## src/rtl/mem_ctl.sv

```systemverilog
// mem_ctl: turns decoder load/store strobes into a req/ack bus transaction.
// Loads block and end in a one-cycle mem_ready; stores are posted.
module mem_ctl #(
    parameter int                ADDR_W   = 16,
    parameter int                DATA_W   = 16,
    parameter int                TIMEOUT  = 255,
    parameter logic [DATA_W-1:0] ERR_DATA = 16'hFFFF
) (
    input  logic              clk,
    input  logic              rst_n,
    input  logic              ram_read,
    input  logic              ram_write,
    input  logic [ADDR_W-1:0] addr,
    input  logic [DATA_W-1:0] wdata,
    output logic              mem_busy,
    output logic              mem_ready,
    output logic [DATA_W-1:0] mem_rdata,
    output logic              bus_req,
    output logic              bus_we,
    output logic [ADDR_W-1:0] bus_addr,
    output logic [DATA_W-1:0] bus_wdata,
    input  logic [DATA_W-1:0] bus_rdata,
    input  logic              bus_ack,
    output logic              bus_err,
    input  logic              err_clr
);
    typedef enum logic [1:0] {IDLE, BUSY, READY} state_t;

    localparam int CW = TIMEOUT > 1 ? $clog2(TIMEOUT) : 1;
    localparam logic [CW-1:0] LAST = CW'(TIMEOUT > 0 ? TIMEOUT - 1 : 0);

    state_t        state, state_nx;
    logic [CW-1:0] cnt;
    logic          start, expire, done;

    assign start     = (state == IDLE) && (ram_read || ram_write);
    // an ack in the final allowed cycle still completes normally
    assign expire    = (state == BUSY) && !bus_ack && (TIMEOUT != 0) && (cnt == LAST);
    assign done      = (state == BUSY) && (bus_ack || expire);
    assign mem_busy  = (state == BUSY);
    assign bus_req   = (state == BUSY);
    assign mem_ready = (state == READY);

    always_ff @(posedge clk or negedge rst_n) begin
        if (!rst_n) state <= IDLE;
        else        state <= state_nx;
    end

    always_comb begin
        state_nx = state;
        case (state)
            IDLE:    state_nx = start ? BUSY : IDLE;
            BUSY:    state_nx = done ? (bus_we ? IDLE : READY) : BUSY;
            default: state_nx = IDLE;
        endcase
    end

    always_ff @(posedge clk or negedge rst_n) begin
        if (!rst_n) begin
            cnt       <= '0;
            bus_we    <= 1'b0;
            bus_addr  <= '0;
            bus_wdata <= '0;
            mem_rdata <= '0;
            bus_err   <= 1'b0;
        end else begin
            cnt     <= (state == BUSY) ? cnt + 1'b1 : '0;
            bus_err <= expire | (bus_err & ~err_clr);
            if (start) begin
                bus_addr <= addr;
                bus_we   <= ram_write;
                if (ram_write) bus_wdata <= wdata;
            end
            if (done && !bus_we) mem_rdata <= bus_ack ? bus_rdata : ERR_DATA;
        end
    end
endmodule
```

## config.mk

```make
export PLATFORM = sky130hd
export DESIGN_NAME = mem_ctl
export DESIGN_NICKNAME = d
export VERILOG_FILES = /design/src/rtl/mem_ctl.sv
export SDC_FILE = /design/constraint.sdc
export NUM_CORES = 1
export LEC_CHECK = 0
export ABC_AREA = 1
export CORE_ASPECT_RATIO = 0.6
export CORE_MARGIN = 3
export CORE_UTILIZATION = 30
export CTS_CLUSTER_DIAMETER = 200
export CTS_CLUSTER_SIZE = 8
export DETAILED_ROUTE_END_ITERATION = 7
export SLEW_MARGIN = 20
export SYNTH_ARGS = -nofsm -noshare
export SYNTH_HDL_FRONTEND = slang
export SYNTH_SLANG_ARGS = --single-unit
```

## constraint.sdc

```tcl
create_clock -name clk -period 1.26 [get_ports clk]
set_input_delay 0.252 -clock clk [delete_from_list [all_inputs] [get_ports clk]]
set_output_delay 0.252 -clock clk [all_outputs]
set_load 0.02 [all_outputs]
```

======== After elaboration in Yosys (flattened, before gate mapping) ========
Cells that the tools add are included.
storage, ports and cells
  register bits after elaboration ......... 60
  input bits .............................. 54
  logic and storage cells ................. 31
cells by class
  add/sub/neg operators ................... 1
  equal/unequal tests ..................... 3
  muxes and demuxes ....................... 6
  bitwise gates (word level) .............. 3
  reductions and logical operators ........ 11
operator list
  cell                                           number
  two-way mux 16 bit                             1
  adder 8 x 1 -> 8 bit, second input constant    1
  == test 8 bit, second input constant           1
  two-way mux 8 bit                              1
  logical AND 1 bit                              5
  two-way mux 2 bit                              2
  one-hot mux 2 bit (2 select lines)             1
  == test 2 x 1 -> 1 bit, second input constant  1
  == test 2 bit, second input constant           1
  zero test 1 bit                                2
  zero test 2 bit                                1
  logical OR 1 bit                               2
  AND reduction 2 bit                            1
  AND 1 bit                                      1
  two-way mux 1 bit                              1
  NOT 1 bit                                      1
  OR 1 bit                                       1

======== Longest topological paths before layout ========
  depth after elaboration ................. 7
  depth in mapped cells ................... 10

======== Least setup slack after synthesis ========
OpenSTA, ideal clock, no wires.
  path kind ............................... reg2reg
  start point ............................. register cnt[0]
  end point ............................... register mem_rdata[0]
  library setup time ...................... 0.117 ns
  arrival ................................. 1.251 ns
  data required time ...................... 1.143 ns
  setup slack ............................. -0.108 ns
  cell stages (with the launch flop) ...... 11
  path buffers ............................ 1
  clock period less this slack ............ 1.368 ns
  path through ............................ dfrtp_1 > inv_1 > ha_1 > nand2_1 > nor2_1 > nand3_2 > nand2_4 > nand2_4 > buf_6 > nand2_1 > nand2_1
between the ends
  cells in the longest elaborated chain, start to end .. 5
ends and longest elaborated chain
  item                    line  RTL
  start, declared         33    logic [CW-1:0] cnt;
  start signal, assigned  67    cnt <= (state == BUSY) ? cnt + 1'b1 : '0;
  == test 8 bit           38    assign expire = (state == BUSY) && !bus_ack && (TIMEOUT != 0) && (cnt == LAST);
  logical AND 1 bit       38
  logical OR 1 bit        39    assign done = (state == BUSY) && (bus_ack || expire);
  logical AND 1 bit       39
  logical AND 1 bit       74    if (done && !bus_we) mem_rdata <= bus_ack ? bus_rdata : ERR_DATA;
  end signal, assigned    74
  end, declared           17    output logic [DATA_W-1:0] mem_rdata,
No other way between the ends.
A chain may end at the register's enable or synchronous reset.

======== Worst setup path in the final report ========
  start point ............................. register state[1]
  end point ............................... register bus_addr[4]
between the ends
  cells in the longest elaborated chain, start to end .. 2
ends and longest elaborated chain
  item                    line  RTL
  start, declared         32    state_t state, state_nx;
  start signal, assigned  46    else state <= state_nx;
  zero test 2 bit         36    assign start = (state == IDLE) && (ram_read || ram_write);
  logical AND 1 bit       36
  end signal, assigned    70    bus_addr <= addr;
  end, declared           20    output logic [ADDR_W-1:0] bus_addr,
No other way between the ends.

==> flow_metrics.env <==
export IMPL_multi_input_area_sq_mm=0.00123
export IMPL_cts_buffer_depth=2
export IMPL_drtPass1Iterations=4
export IMPL_hold_worst_slack_ps=455
export IMPL_cts_buffers=9
export IMPL_synthMuxAreaShare_pct=0
export IMPL_ys_ff_latch=60
export IMPL_hold_path_class="in -> reg"
export IMPL_clk_pin_slew_ps=60
export IMPL_ys_warnings_count=0
export IMPL_violations="negative setup slack"
export IMPL_fin_skew_ps=8.26
export IMPL_cp_arrival_ps=1610
export IMPL_fmax_mhz=718
export IMPL_drtIter0Drc=125
export IMPL_cts_tree="yes"
export IMPL_grt_antenna_before_repair=0
export IMPL_drv_cap=0
export IMPL_routabilityCongestion=0.817
export IMPL_p_per_area_mw_per_mm2=2460
export IMPL_dp_cells=511
export IMPL_synth_edf_count=0
export IMPL_die_y_um=77.7
export IMPL_path_max_fanout=9
export IMPL_coreArea_sq_mm=0.00810
export IMPL_tightestPinTransition_ps=354
export IMPL_synth_most_common_cell="nand2_1"
export IMPL_seqCellArea_sq_mm=0.00150
export IMPL_stdcell_count=542
export IMPL_area_growth_syn_to_layout_pct=79.6
export IMPL_place_detailed_hpwl_um=4990
export IMPL_synthTopCellsByCount="124 x nand2_1, 60 x dfrtp_1, 34 x nand3_1, 16 x or2_2, 14 x nor2_1"
export IMPL_final_max_slew_viol_count=0
export IMPL_synthArstFlopShare_pct=100
export IMPL_path_class="reg -> reg"
export IMPL_grt_pass1_vias=2323
export IMPL_synth_cells=288
export IMPL_setup_viol=53
export IMPL_synth_top_area_share_pct=58.3
export IMPL_critPathLaunchType="flop"
export IMPL_cts_sinks=60
export IMPL_crit_required_ps=1470
export IMPL_layout_setup_ws_ps=-134
export IMPL_dieArea_sq_mm=0.00976
export IMPL_grtUsageTotal_pct=15.3
export IMPL_nets=485
export IMPL_drive_above_1_share_pct=44.7
export IMPL_status="complete, but fails checks"
export IMPL_antenna_cells=0
export IMPL_io_pins=107
export IMPL_synth_xor_area_share_pct=0.340
export IMPL_synth_simple_area_share_pct=34.4
export IMPL_r2r_start="state[1]$_DFF_PN0_"
export IMPL_hold_start="addr[10]"
export IMPL_reg2reg_depth=9
export IMPL_wire_per_inst_um=14.7
export IMPL_fin_total_pwr_mw=11.4
export IMPL_grt_max_degree=61
export IMPL_totalWireLength_um=7970
export IMPL_syn_num_nets=344
export IMPL_insertion_delay_ps=330
export IMPL_clockRootBuffer="clkbuf_16"
export IMPL_overflow=0
export IMPL_period_share_pct=111
export IMPL_detail_route_antenna_nets=0
export IMPL_crit_start="state[1]$_DFF_PN0_"
export IMPL_numPortBuffers=106
export IMPL_yosysTopAreaCell="dfrtp_1"
export IMPL_die_w_um=126
export IMPL_fillers=741
export IMPL_synthTopCellsByArea="dfrtp_1 58%, nand2_1 18%, nand3_1 6.6%"
export IMPL_cts_max_level=3
export IMPL_syn_area_sq_mm=0.00257
export IMPL_reg2reg_slack_ps=-130
export IMPL_post_drt_via_cell_ratio=4.51
export IMPL_synth_area_per_cell_sq_um=8.94
export IMPL_hold_viol=0
export IMPL_grt_pass1_wl_um=12000
export IMPL_vias=2443
export IMPL_ys_dominant_reg_cell="dfrtp_1"
export IMPL_start_util_pct=31.8
export IMPL_critPathCapture="bus_addr[4]$_DFFE_PN0P_"
export IMPL_synth_compound_area_share_pct=1.26
export IMPL_synth_seq_area_share_pct=58.3
export IMPL_ys_types=24
export IMPL_rows=25
export IMPL_relSlewSlack_pct=76.2
export IMPL_end_kind="flop"
export IMPL_synth_top_family_by_area="simple AND/OR/NAND/NOR gates"
export IMPL_rr_endpoint="bus_addr[4]$_DFFE_PN0P_"
export IMPL_drcViolationCount=0
export IMPL_fin_crit_ps=1390
export IMPL_synth_fa_ha_area_share_pct=0.972
export IMPL_irDropWorstVdd_uv=1040
export IMPL_power_leakage_nw=2.21
export IMPL_rsz0062_at_grt="yes"
-- worst max-delay path, cell delays in order (launching register included) --
cell	delay, ps
dfrtp_1	410
inv_2	120
buf_6	110
nand2_4	50
nor2_4	140
buf_12	180
buf_12	120
inv_8	50
nand2_2	50
nand2_1	60
-- per-stage QoR --
step                      utilization [%]  setup WS, ps  TNS [ps]  area, sq um
after floorplan                         -          -104      -941         2570
after CTS                            52.8         -75.6     -2600         4280
final                                57.1          -134     -4150         4620
after global placement               48.0          -249    -11950         3890
after global routing                 57.1          -203     -8590         4620
after detailed placement             48.0          -265    -12520         3890
-- worst min path at each step --
stage / endpoint / slack, ps / cells past startpoint
2_1_floorplan: bus_addr[0]$_DFFE_PN0P_ / -40 / 0
3_3_place_gp: mem_rdata[13]$_DFFE_PN0P_ / 290 / 2
3_5_place_dp: mem_rdata[13]$_DFFE_PN0P_ / 290 / 2
4_1_cts: bus_addr[10]$_DFFE_PN0P_ / 450 / 3
5_1_grt: bus_addr[2]$_DFFE_PN0P_ / 470 / 3
6_report: bus_addr[10]$_DFFE_PN0P_ / 450 / 3
-- logic make-up after synthesis --
group | after synthesis
flops | 60
compound gates | 6
buf+inv | 21
fa+ha+maj | 2
xor+xnor | 1
simple gates | 198
-- report_power, final --
part | internal (mW) | switching, mW
Sequential | 2.78 | 0.556
Combinational | 2.57 | 3.23
Clock | 1.33 | 0.898
-- what timing repair did --
action	in CTS	in global routing
hold buffers	1	0
gates cloned	1	6
endpoints found under the hold margin	60	0
resized for setup	154	113
endpoints found under the setup margin	104	76
pin swaps	4	28
buffers inserted	2	5
-- state kept, by name, indices dropped and copies added (netlist names) --
signal	flops
bus_err	1
cnt	8
bus_addr	16
state	2
bus_we	1
bus_wdata	16
mem_rdata	16
-- per-layer routing --
metal	global-route usage, %	wire [um]	vias up
met5	0	0	-
met4	3.57	43	0
met3	6.67	695	4
met2	20.3	3420	95
met1	22.6	3810	1152
li1	-	-	1192
-- area by class of cell --
class	instances	area share, %
Clock buffer	9	4.87
Multi-Input combinational cell	207	26.7
Inverter	9	1.00
Tap cell	108	2.92
Clock inverter	7	1.11
Timing Repair Buffer	140	30.5
Timing Repair inverter	2	0.487
Sequential cell	60	32.5
-- placed cells by master (no fill, tap or decap), types with 7 or more instances in the layout --
master / Yosys / layout
nand3_1: 34 / 11
buf_4: 3 / 18
or2_2: 16 / 16
buf_2: 4 / 11
nor2_1: 14 / 11
clkbuf_2: 0 / 14
nand2_4: 2 / 10
nand2_1: 124 / 92
clkdlybuf4s15_2: 0 / 25
clkdlybuf4s50_1: 0 / 52
buf_12: 0 / 7
clkbuf_16: 0 / 12
dfrtp_1: 60 / 60
nand3_2: 1 / 23
nand2_2: 1 / 24
Power figures use the tool's default switching activity.
